## src/rtl/rv_hazard_pkg.sv

```systemverilog
// Shared types and helpers for the pipeline hazard/control unit.
// Latency: n/a (types and constant functions only).
// Backpressure: n/a.
package rv_hazard_pkg;

    // Control FSM states: post-reset flush, normal run, multi-cycle load-use bubble, halted.
    typedef enum logic [1:0] {
        ST_RESET  = 2'd0,
        ST_RUN    = 2'd1,
        ST_LSTALL = 2'd2,
        ST_HALT   = 2'd3
    } ctrl_state_t;

    // Bypass select value meaning "take the operand from the register file".
    localparam int BP_DIRECT = 0;

    // Width of a bypass select able to encode 0 (regfile) plus one code per forwarding stage.
    function automatic int bp_idx(input int fwd_stages);
        return (fwd_stages < 1) ? 1 : $clog2(fwd_stages + 1);
    endfunction

endpackage

```

## src/rtl/rv_hazard_unit_fwd_sel.sv

```systemverilog
// Priority matcher choosing which forwarding stage supplies one exec operand.
// Latency: purely combinational, zero cycles.
// Backpressure: none; select follows the inputs every cycle.
module rv_fwd_sel
    import rv_hazard_pkg::*;
#(
    parameter int REG_AW     = 5,
    parameter int FWD_STAGES = 3,
    parameter int BP_W       = bp_idx(FWD_STAGES)
) (
    input  logic [REG_AW-1:0]            rs_i,
    input  logic [FWD_STAGES*REG_AW-1:0] rd_vec_i,
    input  logic [FWD_STAGES-1:0]        we_i,
    output logic [BP_W-1:0]              sel_o
);

    // Scan oldest to youngest so the youngest matching stage wins; x0 never bypasses.
    always_comb begin
        sel_o = BP_W'(BP_DIRECT);
        for (int k = FWD_STAGES - 1; k >= 0; k--) begin
            if (we_i[k] && (rs_i != '0) && (rs_i == rd_vec_i[k*REG_AW +: REG_AW])) begin
                sel_o = BP_W'(k + 1);
            end
        end
    end

endmodule

```

## src/rtl/rv_hazard_unit.sv

```systemverilog
// Hazard/control unit: operand bypass selects plus stall/flush enables for fetch/decode/exec/memory.
// Latency: stall/flush/bypass are combinational on state and inputs; halt is visible one cycle after detection.
// Backpressure: a data-bus wait freezes every stage and the FSM; load-use and fetch waits hold fetch/decode.
module rv_hazard_unit
    import rv_hazard_pkg::*;
#(
    parameter int REG_AW          = 5,
    parameter int FWD_STAGES      = 3,
    parameter int LOAD_USE_CYC    = 1,
    parameter int RESET_FLUSH_CYC = 2
) (
    input  logic                           i_clk,
    input  logic                           i_reset_n,
    input  logic                           i_fetch_bus_ack,
    input  logic                           i_mem_req,
    input  logic                           i_mem_ack,
    input  logic [REG_AW-1:0]              i_decode_rs1,
    input  logic [REG_AW-1:0]              i_decode_rs2,
    input  logic                           i_decode_inv_instr,
    input  logic [REG_AW-1:0]              i_exec_rs1,
    input  logic [REG_AW-1:0]              i_exec_rs2,
    input  logic [REG_AW-1:0]              i_exec_rd,
    input  logic                           i_exec_is_load,
    input  logic                           i_exec_pc_sel,
    input  logic [FWD_STAGES*REG_AW-1:0]   i_fwd_rd,
    input  logic [FWD_STAGES-1:0]          i_fwd_we,
    output logic [bp_idx(FWD_STAGES)-1:0]  o_exec_bp_rs1,
    output logic [bp_idx(FWD_STAGES)-1:0]  o_exec_bp_rs2,
    output logic                           o_fetch_stall,
    output logic                           o_decode_stall,
    output logic                           o_exec_stall,
    output logic                           o_memory_stall,
    output logic                           o_decode_flush,
    output logic                           o_exec_flush,
    output logic                           o_halted
);

    localparam int BP_W    = bp_idx(FWD_STAGES);
    localparam int CNT_MAX = (LOAD_USE_CYC > RESET_FLUSH_CYC) ? LOAD_USE_CYC : RESET_FLUSH_CYC;
    localparam int CNT_W   = (CNT_MAX > 1) ? $clog2(CNT_MAX) : 1;

    localparam logic [CNT_W-1:0] CNT_RST = CNT_W'(RESET_FLUSH_CYC - 1);
    localparam logic [CNT_W-1:0] CNT_LU  = (LOAD_USE_CYC > 1) ? CNT_W'(LOAD_USE_CYC - 2) : '0;
    localparam logic [CNT_W-1:0] CNT_ONE = CNT_W'(1);

    ctrl_state_t      state_q;
    logic [CNT_W-1:0] cnt_q;
    logic             halted_q;

    logic is_reset;
    logic is_halt;
    logic is_lstall;
    logic run_like;
    logic memwait;
    logic redirect;
    logic dec_flush_hi;
    logic illegal;
    logic lu_hit;
    logic load_use;
    logic fetch_wait;

    // One matcher per exec operand; selects are independent of FSM state.
    rv_fwd_sel #(
        .REG_AW     (REG_AW),
        .FWD_STAGES (FWD_STAGES),
        .BP_W       (BP_W)
    ) u_fwd_rs1 (
        .rs_i     (i_exec_rs1),
        .rd_vec_i (i_fwd_rd),
        .we_i     (i_fwd_we),
        .sel_o    (o_exec_bp_rs1)
    );

    rv_fwd_sel #(
        .REG_AW     (REG_AW),
        .FWD_STAGES (FWD_STAGES),
        .BP_W       (BP_W)
    ) u_fwd_rs2 (
        .rs_i     (i_exec_rs2),
        .rd_vec_i (i_fwd_rd),
        .we_i     (i_fwd_we),
        .sel_o    (o_exec_bp_rs2)
    );

    // Resolve which hazard owns this cycle; each term is masked by every higher-priority one.
    always_comb begin
        is_reset     = (state_q == ST_RESET);
        is_halt      = (state_q == ST_HALT);
        is_lstall    = (state_q == ST_LSTALL);
        run_like     = (state_q == ST_RUN) || is_lstall;
        lu_hit       = i_exec_is_load && (i_exec_rd != '0) &&
                       ((i_exec_rd == i_decode_rs1) || (i_exec_rd == i_decode_rs2));
        memwait      = run_like && i_mem_req && !i_mem_ack;
        redirect     = run_like && !memwait && i_exec_pc_sel;
        // Decode flush can only come from a redirect at this point, so an illegal
        // instruction is honoured only when it is not being squashed.
        dec_flush_hi = redirect;
        illegal      = run_like && !memwait && i_decode_inv_instr && !dec_flush_hi;
        load_use     = run_like && !memwait && !redirect && !illegal && (lu_hit || is_lstall);
        fetch_wait   = run_like && !memwait && !redirect && !illegal && !load_use && !i_fetch_bus_ack;
    end

    // Stage enables derived from the winning hazard; no output feeds back into another.
    always_comb begin
        o_fetch_stall  = memwait || load_use || fetch_wait || is_halt;
        o_decode_stall = memwait || load_use || fetch_wait || is_halt;
        o_exec_stall   = memwait;
        o_memory_stall = memwait;
        o_decode_flush = is_reset || is_halt || redirect;
        o_exec_flush   = is_reset || is_halt || redirect || illegal || load_use || fetch_wait;
        o_halted       = halted_q;
    end

    // Control FSM: reset flush countdown, load-use bubble countdown, sticky halt.
    always_ff @(posedge i_clk or negedge i_reset_n) begin
        if (!i_reset_n) begin
            state_q  <= ST_RESET;
            cnt_q    <= CNT_RST;
            halted_q <= 1'b0;
        end else begin
            case (state_q)
                ST_RESET: begin
                    if (cnt_q == '0) begin
                        state_q <= ST_RUN;
                    end else begin
                        cnt_q <= cnt_q - CNT_ONE;
                    end
                end
                ST_RUN, ST_LSTALL: begin
                    if (memwait) begin
                        // Everything frozen; a pending redirect is acted on once the bus completes.
                    end else if (redirect) begin
                        // The dependent instruction is squashed, so any bubble sequence is moot.
                        state_q <= ST_RUN;
                    end else if (illegal) begin
                        state_q  <= ST_HALT;
                        halted_q <= 1'b1;
                    end else if (load_use) begin
                        if (is_lstall) begin
                            if (cnt_q == '0) begin
                                state_q <= ST_RUN;
                            end else begin
                                cnt_q <= cnt_q - CNT_ONE;
                            end
                        end else if (LOAD_USE_CYC > 1) begin
                            state_q <= ST_LSTALL;
                            cnt_q   <= CNT_LU;
                        end
                    end
                end
                default: begin
                    // ST_HALT: held until reset.
                end
            endcase
        end
    end

endmodule

```

## config.mk

```make
export PLATFORM = sky130hd
export DESIGN_NAME = rv_hazard_unit
export DESIGN_NICKNAME = d
export VERILOG_FILES = /design/src/rtl/rv_hazard_pkg.sv /design/src/rtl/rv_hazard_unit_fwd_sel.sv /design/src/rtl/rv_hazard_unit.sv
export SDC_FILE = /design/constraint.sdc
export NUM_CORES = 1
export LEC_CHECK = 0
export CORE_AREA = 2 2 53 55
export DETAILED_ROUTE_END_ITERATION = 10
export DIE_AREA = 0 0 55 57
export GPL_TIMING_DRIVEN = 0
export PLACE_DENSITY = 0.8
export SLEW_MARGIN = 10
export SYNTH_ARGS = -nofsm -noshare
export SYNTH_HDL_FRONTEND = slang
export SYNTH_SLANG_ARGS = --single-unit
```

## constraint.sdc

```tcl
create_clock -name i_clk -period 3.7 [get_ports i_clk]
set_clock_uncertainty 0.15 [all_clocks]
set_input_delay 1.11 -clock i_clk [delete_from_list [all_inputs] [get_ports i_clk]]
set_output_delay 1.11 -clock i_clk [all_outputs]
set_load 0.03 [all_outputs]
```

After elaboration in Yosys (flattened, before gate mapping)

Cells that the tools add are included.

Register bits: 4
Input bits: 51
Output and inout bits: 11
Logic and storage cells: 95

Reductions and logical operators: 51
Eq/ne operators: 18
Bitwise logic cells: 2
Muxes and demuxes: 20
$add $sub $neg: 1

Operator list:

| kind                                                                   | count |
|---|---|
| 5-bit equality test                                                    | 8 |
| 1-bit logical AND                                                      | 25 |
| 2-bit 2-to-1 mux                                                       | 12 |
| 5-bit nonzero test                                                     | 3 |
| 1-bit logical OR                                                       | 11 |
| 2-bit != test (second input constant)                                  | 5 |
| 4-bit != test (second input constant)                                  | 2 |
| 4-bit AND reduction                                                    | 2 |
| 1-bit logical NOT                                                      | 6 |
| 1-bit 2-to-1 mux                                                       | 6 |
| 6-bit AND reduction                                                    | 1 |
| 2-bit equality test (second input constant)                            | 2 |
| 2-bit one-hot mux with 2 select lines                                  | 1 |
| 2-bit by 1-bit equality test with 1-bit output (second input constant) | 1 |
| 2-bit logical NOT                                                      | 1 |
| 1-bit inverter                                                         | 2 |
| 1-bit one-hot mux with 2 select lines                                  | 1 |
| 2-bit nonzero test                                                     | 1 |
| 2-bit OR reduction                                                     | 1 |
| 1-bit subtractor (second input constant)                               | 1 |

Depth between registers and ports, before layout

Depth in word-level cells: 17
Mapped depth: 7
Gate-level depth less buffers: 7

Modules after synthesis

A second synthesis with hierarchy kept.

Cell total of the unflattened synthesis: 117
Area, all modules: 904.6 µm²

By module, submodules not included:

| module         | sequential area each (µm²) | cells each | times used | area an instance (µm²) |
|---|---|---|---|---|
| rv_hazard_unit | 101.3                      | 63         | 1          | 496.7 |
| rv_fwd_sel     | 0.0                        | 27         | 2          | 203.9 |

Least setup slack after synthesis

Ideal clock, no wire load.

Path type: input -> output
From: input i_exec_rd[1]
To: output o_fetch_stall
Arrival time: 2,529 ps
Slack: -89 ps
Stages on the path: 5
Required time: 2,440 ps
Buffers on the path: 1
Cells stage by stage: or4_4 o21ai_2 o211ai_2 a311o_1 buf_4

Longest elaborated chain between the ends: 10
Elaborated cells on any way between the ends: 14
Classes of those cells: eq/ne: 2; reduce/logical: 12

Ends and longest elaborated chain:

| item                                                             | line                                       | text |
|---|---|---|
| from (decl)                                                      | rv_hazard_unit.sv:22                       | `input logic [REG_AW-1:0] i_exec_rd,` |
| 5-bit equality test / 5-bit nonzero test (equally long branches) | rv_hazard_unit.sv:92, rv_hazard_unit.sv:91 |  |
| 1-bit logical OR / 1-bit logical AND (equally long branches)     | rv_hazard_unit.sv:92, rv_hazard_unit.sv:91 |  |
| 1-bit logical AND (*)                                            | rv_hazard_unit.sv:91                       | `lu_hit = i_exec_is_load && (i_exec_rd != '0) &&` |
| 1-bit logical OR (*)                                             | rv_hazard_unit.sv:99                       | `load_use = run_like && !memwait && !redirect && !illegal && (lu_hit \|\| is_lstall);` |
| 1-bit logical AND (*)                                            | rv_hazard_unit.sv:99                       |  |
| 1-bit logical NOT                                                | rv_hazard_unit.sv:100                      | `fetch_wait = run_like && !memwait && !redirect && !illegal && !load_use && !i_fetch_bus_ack;` |
| 1-bit logical AND (2 in series)                                  | rv_hazard_unit.sv:100                      |  |
| 1-bit logical OR (*) (2 in series)                               | n/a                                        |  |
| to (decl)                                                        | rv_hazard_unit.sv:29                       | `output logic o_fetch_stall,` |

Mark *: on every way between the ends. The rest lies on a longest branch, timed or not.

Final worst setup path

From: input i_exec_rd[3]
To: output o_fetch_stall

Longest elaborated chain between the ends: 10
Elaborated cells on any way between the ends: 14
Classes of those cells: eq/ne: 2; reduce/logical: 12

Ends and longest elaborated chain:

| item                                                             | line                                       | text |
|---|---|---|
| 5-bit equality test / 5-bit nonzero test (equally long branches) | rv_hazard_unit.sv:92, rv_hazard_unit.sv:91 |  |
| 1-bit logical OR / 1-bit logical AND (equally long branches)     | rv_hazard_unit.sv:92, rv_hazard_unit.sv:91 |  |
| 1-bit logical AND (*)                                            | rv_hazard_unit.sv:91                       |  |
| 1-bit logical OR (*)                                             | rv_hazard_unit.sv:99                       |  |
| 1-bit logical AND (*)                                            | rv_hazard_unit.sv:99                       |  |
| 1-bit logical NOT                                                | rv_hazard_unit.sv:100                      |  |
| 1-bit logical AND (2 in series)                                  | rv_hazard_unit.sv:100                      |  |
| 1-bit logical OR (*) (2 in series)                               | rv_hazard_unit.sv:105                      | `o_fetch_stall = memwait \|\| load_use \|\| fetch_wait \|\| is_halt;` |

Marked as above.

==> flow_metrics.env <==
export IMPL_status="finished, violations left"
export IMPL_violations="negative setup slack"
export IMPL_numPortBuffers=61
export IMPL_cp_top_family="compound AO/OA/AOI/OAI gates"
export IMPL_drv_cap=0
export IMPL_power_share_clock_pct=25.5
export IMPL_grt_max_degree=8
export IMPL_numCtsBuffers=3
export IMPL_cts_tree="built"
export IMPL_yosysWarnings=0
export IMPL_areaGrowthSynthToFinish_pct=83.58
export IMPL_synth_top_family_by_area="XOR/XNOR gates"
export IMPL_worstSetupPathType="input pin to primary output"
export IMPL_gp_congestion=0.8773
export IMPL_clock_latency_ns=0.23
export IMPL_first_pass_iters=4
export IMPL_drive_above_1_share_pct=32.95
export IMPL_hold_viol=0
export IMPL_initial_core_util_pct=32.92
export IMPL_hp_class="flop to flop"
export IMPL_antenna_found_initial=0
export IMPL_cts_sinks=4
export IMPL_comb_power_share_pct=55.6
export IMPL_synth_area_per_cell_um2=7.897
export IMPL_synth_ff_type="dfrtp_1"
export IMPL_synth_xor_area_share_pct=40.70
export IMPL_h_tree_depth=1
export IMPL_first_iter_violations=9
export IMPL_synth_most_common_cell="xor2_1"
export IMPL_synthMuxAreaShare_pct=0
export IMPL_clk_pin_slew_ns=0.04
export IMPL_ir_drop_v=0.0001678
export IMPL_synth_cell_types=28
export IMPL_synthTopCellsByCount="xor2_1, xnor2_1, nor2_1"
export IMPL_swShare_pct=33.64
export IMPL_synth_edf_count=0
export IMPL_synth_fa_ha_area_share_pct=5.814
export IMPL_power_mw=0.2330
export IMPL_critPathBufInv=3
export IMPL_synthCells=109
export IMPL_fmax_ghz=0.2585
export IMPL_pre_cts_slack_ns=-1.020
export IMPL_diodes=0
export IMPL_drcViolationCount=0
export IMPL_p_seq_share_pct=18.9
export IMPL_die_area_um2=3135
export IMPL_rsz0062_at_grt="yes"
export IMPL_slowest_stage="or4_4"
export IMPL_power_leakage_nw=0.7308
export IMPL_worstSetupEndpointType="primary output"
export IMPL_ant_nets=0
export IMPL_p_switching_mw=0.07838
export IMPL_setup_viol_count_final=2
export IMPL_max_slew_margin_pct=77.78
export IMPL_synthSimpleGateAreaFrac_pct=25.00
export IMPL_critPathMaxStageDelay_ns=0.54
export IMPL_grt_pass1_vias=1046
export IMPL_synth_top_area_cell="xor2_1"
export IMPL_crit_chain="buf_8 > or4_4 > o21ai_4 > o211ai_2 > a311o_2 > buf_6 > buf_6"
export IMPL_async_flop_share_pct=100.0
export IMPL_vias_per_cell=5.072
export IMPL_overflow=0
export IMPL_syn_cell_area_um2=860.8
export IMPL_crit_required_ns=2.44
export IMPL_dpl_cell_area_um2=1515
export IMPL_fp_dieW_um=55
export IMPL_cp_arrival_ns=2.61
export IMPL_power_density_nw_per_um2=147.5
export IMPL_ys_ff_latch=4
export IMPL_dp_hpwl_um=2335
export IMPL_finalCritPeriodShare_pct=104.5
export IMPL_post_route_cell_area_um2=1580
export IMPL_fin_ws_ns=-0.1678
export IMPL_ys_seq_area_share_pct=11.77
export IMPL_die_y_um=57
export IMPL_grt_pass1_wl_um=4284
export IMPL_tightest_slew_ns=0.3306
export IMPL_ys_top_cells_by_area="xor2_1, xnor2_1, dfrtp_1, ha_1, nand4_1"
export IMPL_fin_crit_ns=3.868
export IMPL_rows=19
export IMPL_internal_power_mw=0.1546
export IMPL_wire_per_inst_um=14.22
export IMPL_root_buffer="clkbuf_4"
export IMPL_startpoint_type="input pin"
export IMPL_vias=1050
export IMPL_grt_usage_pct=18.34
export IMPL_cp_max_fo=2
export IMPL_path_common_cell="buf_6"
export IMPL_setup_tns_ns=-0.2364
export IMPL_core_area_um2=2615
export IMPL_synth_compound_area_share_pct=13.23
export IMPL_clk_path_buf_depth=2
export IMPL_wl_um=2944
export IMPL_synth_fp_nets=164
export IMPL_drv_slew=0
export IMPL_ios=62
export IMPL_fin_nets=232
export IMPL_synth_top_area_share_pct=22.38
-- area by class of cell --
cell class / instances / area (µm²)
clock buffers: 4 / 26.28
plain buffers: 2 / 18.77
inverters: 4 / 15.01
well taps: 31 / 38.79
flip-flops and latches: 4 / 101.3
multi-input cells: 99 / 833.3
repair buffers: 63 / 546.8
fillers: 235 / 1035
-- placed cells by master (no fill, tap or decap), drive strengths merged, types with 2 or more instances in the layout --
| master | n |
|---|---|
| buf | 25 |
| xor2 | 22 |
| xnor2 | 18 |
| dlygate4sd2 | 17 |
| clkdlybuf4s50 | 11 |
| clkbuf | 11 |
| nor2 | 9 |
| nand4 | 6 |
| nand2 | 6 |
| or4 | 5 |
| dlymetal6s2s | 5 |
| nor4 | 4 |
| inv | 4 |
| a21oi | 4 |
| ha | 4 |
| o21ai | 4 |
| dfrtp | 3 |
| nor2b | 3 |
| a21o | 2 |
| nand2b | 2 |
| nor3 | 2 |
-- state kept, by name (all words and copies together) (netlist names) --
signal and count:
cnt_q 1, o_halted 1, state_q 2
-- stage by stage --
step                      instances  hold slack, ns  utilization [%]
after global routing            207          0.3516            60.43
after global placement          201          0.3050            57.94
after detailed placement        201          0.3067            57.94
after CTS                       206          0.3221            58.80
final                           207          0.3198            60.43
after floorplan                 109          0.3205                -
-- timing repair --
| item | CTS | global route |
|---|---|---|
| hold buffers | 0 | 0 |
| resized for setup | 161 | 21 |
| cloned | 0 | 0 |
| pin swaps | 32 | 17 |
| endpoints found under the setup margin | 10 | 8 |
| setup buffers | 1 | 1 |
| endpoints found under the hold margin | 0 | 0 |
-- metal layers --
layer,up-vias,routed length [µm],global-route usage (%)
li1,513,-,-
met1,471,1025,19.06
met2,60,1540,34.52
met3,6,305,2.356
met4,0,74,8.362
met5,-,0,0
-- cell families after synthesis --
| kind of cell | Yosys count |
|---|---|
| DFF | 4 |
| xor gates and xnor gates | 40 |
| adders and majority gates | 4 |
| AOI/OAI and AO/OA | 16 |
| and+or+nand+nor | 39 |
| buffers and inverters | 6 |
-- path summary, 6_finish.rpt --
kind	start	to	slack [ns]	cells after the start
max in group asynchronous	i_reset_n	cnt_q	2.25	1
worst max register to register	state_q[0]	cnt_q	2.04	6
worst min register to register	o_halted	o_halted	0.32	1
min in group asynchronous	i_reset_n	state_q[1]	0.92	1
worst max-delay path	i_exec_rd[3]	o_fetch_stall	-0.17	7
worst min-delay path	o_halted	o_halted	0.32	1
-- power by group through the flow --
stage,Clock (mW),Combinational (mW),Sequential [mW]
2_1_floorplan,0,0.0463,0.0446
3_3_place_gp,0,0.124,0.0446
3_5_place_dp,0,0.127,0.0446
4_1_cts,0.0625,0.124,0.0440
5_1_grt,0.0642,0.139,0.0440
6_report,0.0594,0.130,0.0440
Note: power is estimated with default switching activity, not from simulation.
